File: src/rtl/debounce_bank.sv
// Four-channel push-button debouncer: one sync flop per button, then a level is
// accepted only after LIMIT consecutive disagreeing edges. Emits a per-channel change strobe.

module debounce_ch #(
    parameter int LIMIT = 4
) (
    input  logic clk,
    input  logic rst_n,
    input  logic btn_i,
    output logic out_o,
    output logic chg_o
);
    localparam int CW = (LIMIT > 1) ? $clog2(LIMIT) : 1;
    localparam logic [CW-1:0] TERM = CW'(LIMIT - 1);

    typedef enum logic {
        STABLE  = 1'b0,
        PENDING = 1'b1
    } state_e;

    state_e         state;
    logic           sync_q, sync_d;
    logic           out_q, out_d;
    logic           chg_q, chg_d;
    logic [CW-1:0]  cnt_q, cnt_d;

    // State is implied by the sync/out disagreement, so no separate state flop.
    always_comb begin
        state  = (sync_q != out_q) ? PENDING : STABLE;
        sync_d = btn_i;
        cnt_d  = '0;
        out_d  = out_q;
        chg_d  = 1'b0;
        case (state)
            PENDING: begin
                if (cnt_q == TERM) begin
                    out_d = sync_q;
                    chg_d = 1'b1;
                end else begin
                    cnt_d = cnt_q + 1'b1;
                end
            end
            default: ;
        endcase
    end

    always_ff @(posedge clk or negedge rst_n) begin
        if (!rst_n) begin
            sync_q <= 1'b0;
            cnt_q  <= '0;
            out_q  <= 1'b0;
            chg_q  <= 1'b0;
        end else begin
            sync_q <= sync_d;
            cnt_q  <= cnt_d;
            out_q  <= out_d;
            chg_q  <= chg_d;
        end
    end

    assign out_o = out_q;
    assign chg_o = chg_q;
endmodule

module debounce_bank #(
    parameter int LIMIT = 4
) (
    input  logic       clk,
    input  logic       rst_n,
    input  logic       btnHS,
    input  logic       btnVS,
    input  logic       btnDF_UART,
    input  logic       btnDF_VGA,
    output logic       HS,
    output logic       VS,
    output logic       DF_UART,
    output logic       DF_VGA,
    output logic [3:0] chg
);
    localparam int NUM_LANES = 4;

    logic [NUM_LANES-1:0] btn;
    logic [NUM_LANES-1:0] lvl;

    assign btn = {btnDF_VGA, btnDF_UART, btnVS, btnHS};

    for (genvar g = 0; g < NUM_LANES; g++) begin : g_ch
        debounce_ch #(.LIMIT(LIMIT)) u_ch (
            .clk   (clk),
            .rst_n (rst_n),
            .btn_i (btn[g]),
            .out_o (lvl[g]),
            .chg_o (chg[g])
        );
    end

    assign HS      = lvl[0];
    assign VS      = lvl[1];
    assign DF_UART = lvl[2];
    assign DF_VGA  = lvl[3];
endmodule

File: config.mk
export PLATFORM = sky130hd
export DESIGN_NAME = debounce_bank
export DESIGN_NICKNAME = d
export VERILOG_FILES = /design/src/rtl/debounce_bank.sv
export SDC_FILE = /design/constraint.sdc
export NUM_CORES = 1
export LEC_CHECK = 0
export BUFFER_PORTS_ARGS = -buffer_cell sky130_fd_sc_hd__buf_2
export CAP_MARGIN = 10
export CORE_MARGIN = 1
export CORE_UTILIZATION = 50
export DETAILED_ROUTE_END_ITERATION = 8
export PLACE_DENSITY = 0.71
export SYNTH_ARGS = -nofsm -noshare
export SYNTH_HDL_FRONTEND = slang
export SYNTH_HIERARCHICAL = 1
export SYNTH_SLANG_ARGS = --single-unit
File: constraint.sdc
create_clock -name clk -period 1.33 [get_ports clk]
set_input_delay 0.266 -clock clk [delete_from_list [all_inputs] [get_ports clk]]
set_output_delay 0.266 -clock clk [all_outputs]
set_load 0.05 [all_outputs]
==> results of run 1 <==
cells in the final DEF, fill, tap and decap left out:
cell	count
dfrtp_1	20
buf_2	13
and2_1	8
xor2_1	4
nor3b_2	4
mux2_1	4
ha_1	4
clkbuf_4	3
clkbuf_8	1
dlygate4sd3_1	1
flip-flops by register name (all words and copies together), names as in the netlist:
register and count:
g_ch.u_ch/chg_o 4, g_ch.u_ch/cnt_q 8, g_ch.u_ch/out_o 4, g_ch.u_ch/sync_q 4
per-stage QoR:
stage / utilization [%] / std cells / total power, mW
3_5_place_dp: 61.1 / 72 / 1.61
6_report: 64.5 / 77 / 1.92
4_1_cts: 64.5 / 77 / 1.95
3_3_place_gp: 61.1 / 72 / 1.60
2_1_floorplan: - / 44 / 1.45
5_1_grt: 64.5 / 77 / 2.06
metal layers:
metal | global-route usage, % | routed length [um] | up-vias
met5 | 0 | 0 | -
met4 | 10.0 | 0 | 0
met3 | 3.33 | 35 | 0
met2 | 16.1 | 383 | 9
met1 | 17.5 | 413 | 169
li1 | - | - | 184
power groups by stage:
stage	registers [mW]	clock network [mW]	logic (mW)
6_report	0.892	0.333	0.697
5_1_grt	0.918	0.372	0.772
4_1_cts	0.896	0.347	0.709
3_5_place_dp	0.908	0	0.704
3_3_place_gp	0.905	0	0.697
2_1_floorplan	1.17	0	0.278
layout make-up:
class	instances	area (um2)	area share, %
Timing Repair Buffer	14	75.1	8.72
Sequential cell	20	500	58.1
Tap cell	15	18.8	2.18
Clock buffer	4	36.3	4.22
Multi-Input combinational cell	24	230	26.7
final timing paths:
kind	start	end	slack [ns]	cells past startpoint
max in group asynchronous	rst_n	g_ch[1].u_ch/cnt_q[0]	0.59	2
worst max-delay path	g_ch[1].u_ch/out_o	VS	0.12	1
worst max register to register	g_ch[3].u_ch/cnt_q[0]	g_ch[3].u_ch/out_o	0.26	2
worst min-delay path	btnDF_VGA	g_ch[3].u_ch/sync_q	0.07	1
min in group asynchronous	rst_n	g_ch[1].u_ch/out_o	0.43	2
worst min register to register	g_ch[1].u_ch/cnt_q[0]	g_ch[1].u_ch/cnt_q[0]	0.46	1
what timing repair did:
item	4_1_cts	5_1_grt
endpoints found under the hold margin	20	0
buffers inserted	0	0
hold buffers	1	0
resized for setup	0	0
cell families (layout without fill, tap and decap cells):
logic type	after synthesis	after routing	share of synthesized area (%)
simple gates	12	12	13.7
mux	4	4	6.16
fa+ha+maj	4	4	6.85
xor+xnor	4	4	4.79
buf+inv	0	18	0
flops	20	20	68.5
synthesized netlist by cell type (all sizes together):
master	n	area share (%)
ha	4	6.8
nor3b	4	6.8
xor2	4	4.8
and2	8	6.8
mux2	4	6.2
dfrtp	20	68
==> impl_results.md, run 1 <==
- Status: finished, final reports clean
- Data arrival, critical path: 0.95 ns
- Reg power frac: 46.4%
- Syn Area/Cell: 16.6 um2
- I/O pin cnt: 14
- Post-DRT Antenna Nets: 0
- Area Overhead vs Synth: 17.8%
- Min Tclk post-route: 1.21 ns
- CP top delay family: flip-flops
- Worst-path fanout max: 3
- Grt total ovfl: 0
- Via count: 362
- Sequential area share after synthesis: 68.5%
- Clock tree buffer depth: 2
- Clk pin slew, worst setup/hold paths: 0.11 ns
- Detailed Routing Iterations Pass 1: 1
- Iteration-0 DRC Markers: 0
- Crit Path Category: register to output port
- Ant. Diodes: 0
- HP Class: input port to register
- CP max-delay cell: dfrtp_1
- Seq cells post-synth: 20
- Yosys cell types: 6
- RSZ-0062 raised after global routing: no
- Logic gate share of total power: 36.3%
- Die Y: 40.2 um
- Number of max-cap violations: 0
- # port buffers: 13
- Pre-CTS WS: 0.266 ns
- GRT Total Usage: 12.5%
- Row cnt: 13
- Layout cells sized above 1: 33.9%
- WL/cell: 10.8 um
- Buf/Inv on CP: 1
- Final #Nets: 73
- Drt via density: 4.70
- Worst-Margin Slew: 0.430 ns
- Cells after synthesis: 44
- Fillers: 99
- CP required: 1.06 ns
- Vias in the first global route: 298
- Core area: 1330 um2
- Initial antenna violation count: 0
- Largest net degree at the start of global routing: 21
- Die W: 40.2 um
- Max transition margin: 71.3%
- Hold_ws: 0.0694 ns
- Fin worst setup slack: 0.116 ns
- DP Area: 815 um2
- Clock power share: 17.3%
- Sink Count: 20
- P_int: 1.21 mW
- Tcrit/Tclk final: 91.3%
- Peak supply drop: 0.00129 V
- Drt total wl: 833 um
- CP cell instances: buf_2
- CP endpoint kind: output port
- Design Area, Final: 861 um2
- Root buf cell: clkbuf_4
- Switching Share: 37.0%
- Switching Power: 0.712 mW
- First-pass GRT wire length: 1220 um
- Initial cell density of the core: 54.8%
- Pins over their slew limit: 0
- Worst-skew pair later-pin latency: 0.29 ns
- Final setup violation count: 0
- Residual DRC: 0
- Critical Path Source Type: register
- Worst path max stage delay: 0.38 ns
- Count of final hold-check violations: 0
- PD cells: 2230 nW/um2
- TritonCTS Buffers: 3
- F_max: 0.823 GHz
- Setup Skew: 0.0127 ns
- Mapped cell area: 731 um2
- Syn nets: 54
- H-tree Lvls: 1
- Setup TNS: 0 ns
- Die area: 1620 um2
- CTS tree: yes
- Ys Warns: 6
- Placer Congestion: 0.552
- Leakage: 0.450 nW
Note: power is estimated with default switching activity, not from simulation.
==> inputs of run 2 (changes only) <==
Settings changed: ABC_AREA set to 1, CORE_UTILIZATION 50 to 51, PLACE_DENSITY 0.71 to 0.72.
==> run 2 against run 1 <==
Critical path depth stayed put. Fmax is 0.45% lower. Clock power grew 45%. Critical path type unchanged. Critical endpoint is now DF_UART. Largest power group unchanged.
==> impl_results.md, run 2 <==
- Critical Path Source Type: register (unchanged)
- Number of max-cap violations: 0 (unchanged)
- Initial antenna violation count: 0 (unchanged)
- CP Depth: 1 (unchanged)
- Fin worst setup slack: 0.110 ns (was 0.116 ns)
- Sink Count: 20 (unchanged)
- Pre-CTS WS: 0.313 ns (was 0.266 ns)
- Compound-Gate Fraction of Synth Area: 2.63% (was 0%)
- Adder-Cell Fraction of Synth Area: 6.58% (was 6.85%)
- I/O pin cnt: 14 (unchanged)
- Clk pin slew, worst setup/hold paths: 0.11 ns (about the same)
- Min Tclk post-route: 1.22 ns (was 1.21 ns)
- Root buf cell: clkbuf_4 (unchanged)
- Worst-skew pair later-pin latency: 0.30 ns (was 0.29 ns)
- Hold depth: 1 (unchanged)
- Layout cells sized above 1: 18.1% (was 33.9%)
- Final #Nets: 105 (was 73)
- Mapped cell area: 761 um2 (was 731 um2)
- Drt total wl: 1010 um (was 833 um)
- Clock tree buffer depth: 2 (unchanged)
- Tcrit/Tclk final: 91.7% (was 91.3%)
- Largest net degree at the start of global routing: 21 (unchanged)
- Largest family of logic cells by synthesized area: simple AND/OR/NAND/NOR gates (unchanged)
- First-pass GRT wire length: 1610 um (was 1220 um)
- Yosys cell types: 7 (was 6)
- Most common cell after layout, fill and taps aside: dfrtp_1 (unchanged)
- Cells after synthesis: 76 (was 44)
- Syn Area/Cell: 10.0 um2 (was 16.6 um2)
- Worst path max stage delay: 0.39 ns (was 0.38 ns)
- Fillers: 107 (was 99)
- Cell taking the most area after synthesis: dfrtp_1 (unchanged)
- Multiplexer share of the synthesized area: 0% (was 6.16%)
- CP cell instances: buf_2 (unchanged)
- Peak supply drop: 0.00144 V (was 0.00129 V)
- Pins over their slew limit: 0 (unchanged)
- Die area: 1650 um2 (was 1620 um2)
- WL/cell: 9.25 um (was 10.8 um)
- Syn nets: 86 (was 54)
- PostCTS Resize Cnt: 0 (unchanged)
- Switching Share: 37.2% (was 37.0%)
- Detailed Routing Iterations Pass 1: 4 (was 1)
- Synth cell count leaders: 20 x dfrtp_1, 16 x inv_1, 16 x nand2_1 (was 20 x dfrtp_1, 8 x and2_1)
- CP endpoint kind: output port (unchanged)
- Synth top area cells: dfrtp_1 66%, inv_1 7.9%, nand2_1 7.9% (was dfrtp_1 68%, and2_1 6.8%, ha_1 6.8%)
- Via count: 488 (was 362)
- Max transition margin: 71.8% (was 71.3%)
- HP Class: input port to register (unchanged)
- Ant. Diodes: 0 (unchanged)
- Setup Skew: 0.0105 ns (was 0.0127 ns)
- # port buffers: 13 (unchanged)
- Final setup violation count: 0 (unchanged)
- Iteration-0 DRC Markers: 8 (was 0)
- Worst-path fanout max: 3 (unchanged)
- Ys flop type: dfrtp_1 (unchanged)
- Residual DRC: 0 (unchanged)
- Switching Power: 0.774 mW (was 0.712 mW)
- Hpwl dp: 690 um
- CP required: 1.06 ns (about the same)
- Setup TNS: 0 ns (unchanged)
- CP top delay family: flip-flops (unchanged)
- Commonest cells after routing, fill and taps aside: 20 x dfrtp_1, 16 x inv_1, 16 x nand2_1 (was 20 x dfrtp_1, 13 x buf_2, 8 x and2_1)
- Placer Congestion: 0.591 (was 0.552)
- Logic gate share of total power: 35.0% (was 36.3%)
- Grt total ovfl: 0 (unchanged)
- Drt via density: 4.48 (was 4.70)
- RSZ-0062 raised after global routing: no (unchanged)
- Initial cell density of the core: 56.3% (was 54.8%)
- P_int: 1.30 mW (was 1.21 mW)
- CP max-delay cell: dfrtp_1 (unchanged)
- Area fraction of the dominant cell type after synthesis: 65.8% (was 68.5%)
- Worst-case reg-to-reg path depth: 3 (was 2)
- XOR/XNOR share of the synthesized area: 0% (was 4.79%)
- Ys Warns: 6 (unchanged)
- Seq cells post-synth: 20 (unchanged)
- Most frequent cell after synthesis: dfrtp_1 (unchanged)
- PD cells: 2290 nW/um2 (was 2230 nW/um2)
- CTS tree: yes (unchanged)
- F_max: 0.820 GHz (was 0.823 GHz)
- Simple-gate portion of the synthesized area: 17.1% (was 13.7%)
- Largest register FFs: 8 (unchanged)
- Sequential area share after synthesis: 65.8% (was 68.5%)
- Vias in the first global route: 421 (was 298)
- Largest Register: g_ch.u_ch/cnt_q (unchanged)
- Row cnt: 13 (unchanged)
- Count of final hold-check violations: 0 (unchanged)
- Async S/R FF share, synth: 100% (unchanged)
- Die W: 40.6 um (was 40.2 um)
- Crit Path Category: register to output port (unchanged)
- GRT Total Usage: 17.0% (was 12.5%)
- Buf/Inv on CP: 1 (unchanged)
- H-tree Lvls: 1 (unchanged)
- Worst-Margin Slew: 0.424 ns (was 0.430 ns)
- Post-synth EDFFs: 0 (unchanged)
- Clock power share: 23.2% (was 17.3%)
- Die Y: 40.6 um (was 40.2 um)
- Status: finished, final reports clean (unchanged)
- Core area: 1350 um2 (was 1330 um2)
- Leakage: 0.513 nW (was 0.450 nW)
- TritonCTS Buffers: 3 (unchanged)
- Post-DRT Antenna Nets: 0 (unchanged)
- Area Overhead vs Synth: 19.2% (was 17.8%)
- Reg power frac: 41.9% (was 46.4%)
- Data arrival, critical path: 0.95 ns (about the same)
run 2: cell count changes after synthesis, sizes merged, moves of 8 or more:
cell | before | now
inv | 0 | 16
nor2 | 0 | 12
nand2 | 0 | 16
and2 | 8 | 0
run 2: logic make-up after synthesis:
group           after synthesis
simple gates                 32
compound gates                4
buf+inv                      16
fa+ha+maj                     4
flops                        20
run 2: cell type report:
type	count	area (um2)	share of cell area (%)
sequential	20	500	55.2
multi-input combinational	40	200	22.1
timing repair buffer	14	75.1	8.28
inverter	16	60.1	6.62
clock inverter	1	30.0	3.31
clock buffer	3	22.5	2.48
tap	15	18.8	2.07
run 2: worst register-to-register path, stage by stage, from the launching register on:
cell	delay (ns)
dfrtp_1	0.39
ha_1	0.23
or2_0	0.24
nor2_1	0.11
run 2: metrics by stage:
stage | instances | utilization [%] | area, um2 | hold slack [ns] | power (mW)
2_1_floorplan | 76 | - | 761 | -0.0296 | 1.44
3_5_place_dp | 104 | 62.6 | 845 | 0.228 | 1.61
6_report | 109 | 67.2 | 907 | 0.0648 | 2.08
4_1_cts | 109 | 67.2 | 907 | 0.0556 | 2.10
3_3_place_gp | 104 | 62.6 | 845 | 0.225 | 1.58
5_1_grt | 109 | 67.2 | 907 | 0.0310 | 2.25
run 2: power groups by stage:
stage | logic, mW | clock network (mW) | registers [mW]
after global placement | 0.706 | 0 | 0.877
after global routing | 0.828 | 0.522 | 0.902
after CTS | 0.735 | 0.496 | 0.873
after detailed placement | 0.726 | 0 | 0.884
after floorplan | 0.316 | 0 | 1.13
final | 0.727 | 0.482 | 0.870
run 2: what timing repair did:
| item | in CTS | in global routing |
|---|---|---|
| hold buffers | 1 | 0 |
| setup buffers | 0 | 0 |
| hold endpoints to repair | 20 | 0 |
run 2: worst paths after layout:
kind / start / to / slack (ns)
worst max-delay path: g_ch[2].u_ch/out_o / DF_UART / 0.11
worst min-delay path: btnHS / g_ch[0].u_ch/sync_q / 0.06
worst max register to register: g_ch[3].u_ch/cnt_q[0] / g_ch[3].u_ch/cnt_q[0] / 0.30
worst min register to register: g_ch[3].u_ch/sync_q / g_ch[3].u_ch/out_o / 0.53
max in group asynchronous: rst_n / g_ch[3].u_ch/sync_q / 0.61
min in group asynchronous: rst_n / g_ch[3].u_ch/chg_o / 0.42
run 2: per-layer routing:
layer / part of all wire [%] / track usage [%] / vias up
met4: 1.2 / 12.5 / 0
li1: - / - / 259
met2: 46 / 29.0 / 10
met1: 49 / 15.3 / 217
met5: 0 / 0 / -
met3: 3.4 / 8.15 / 2
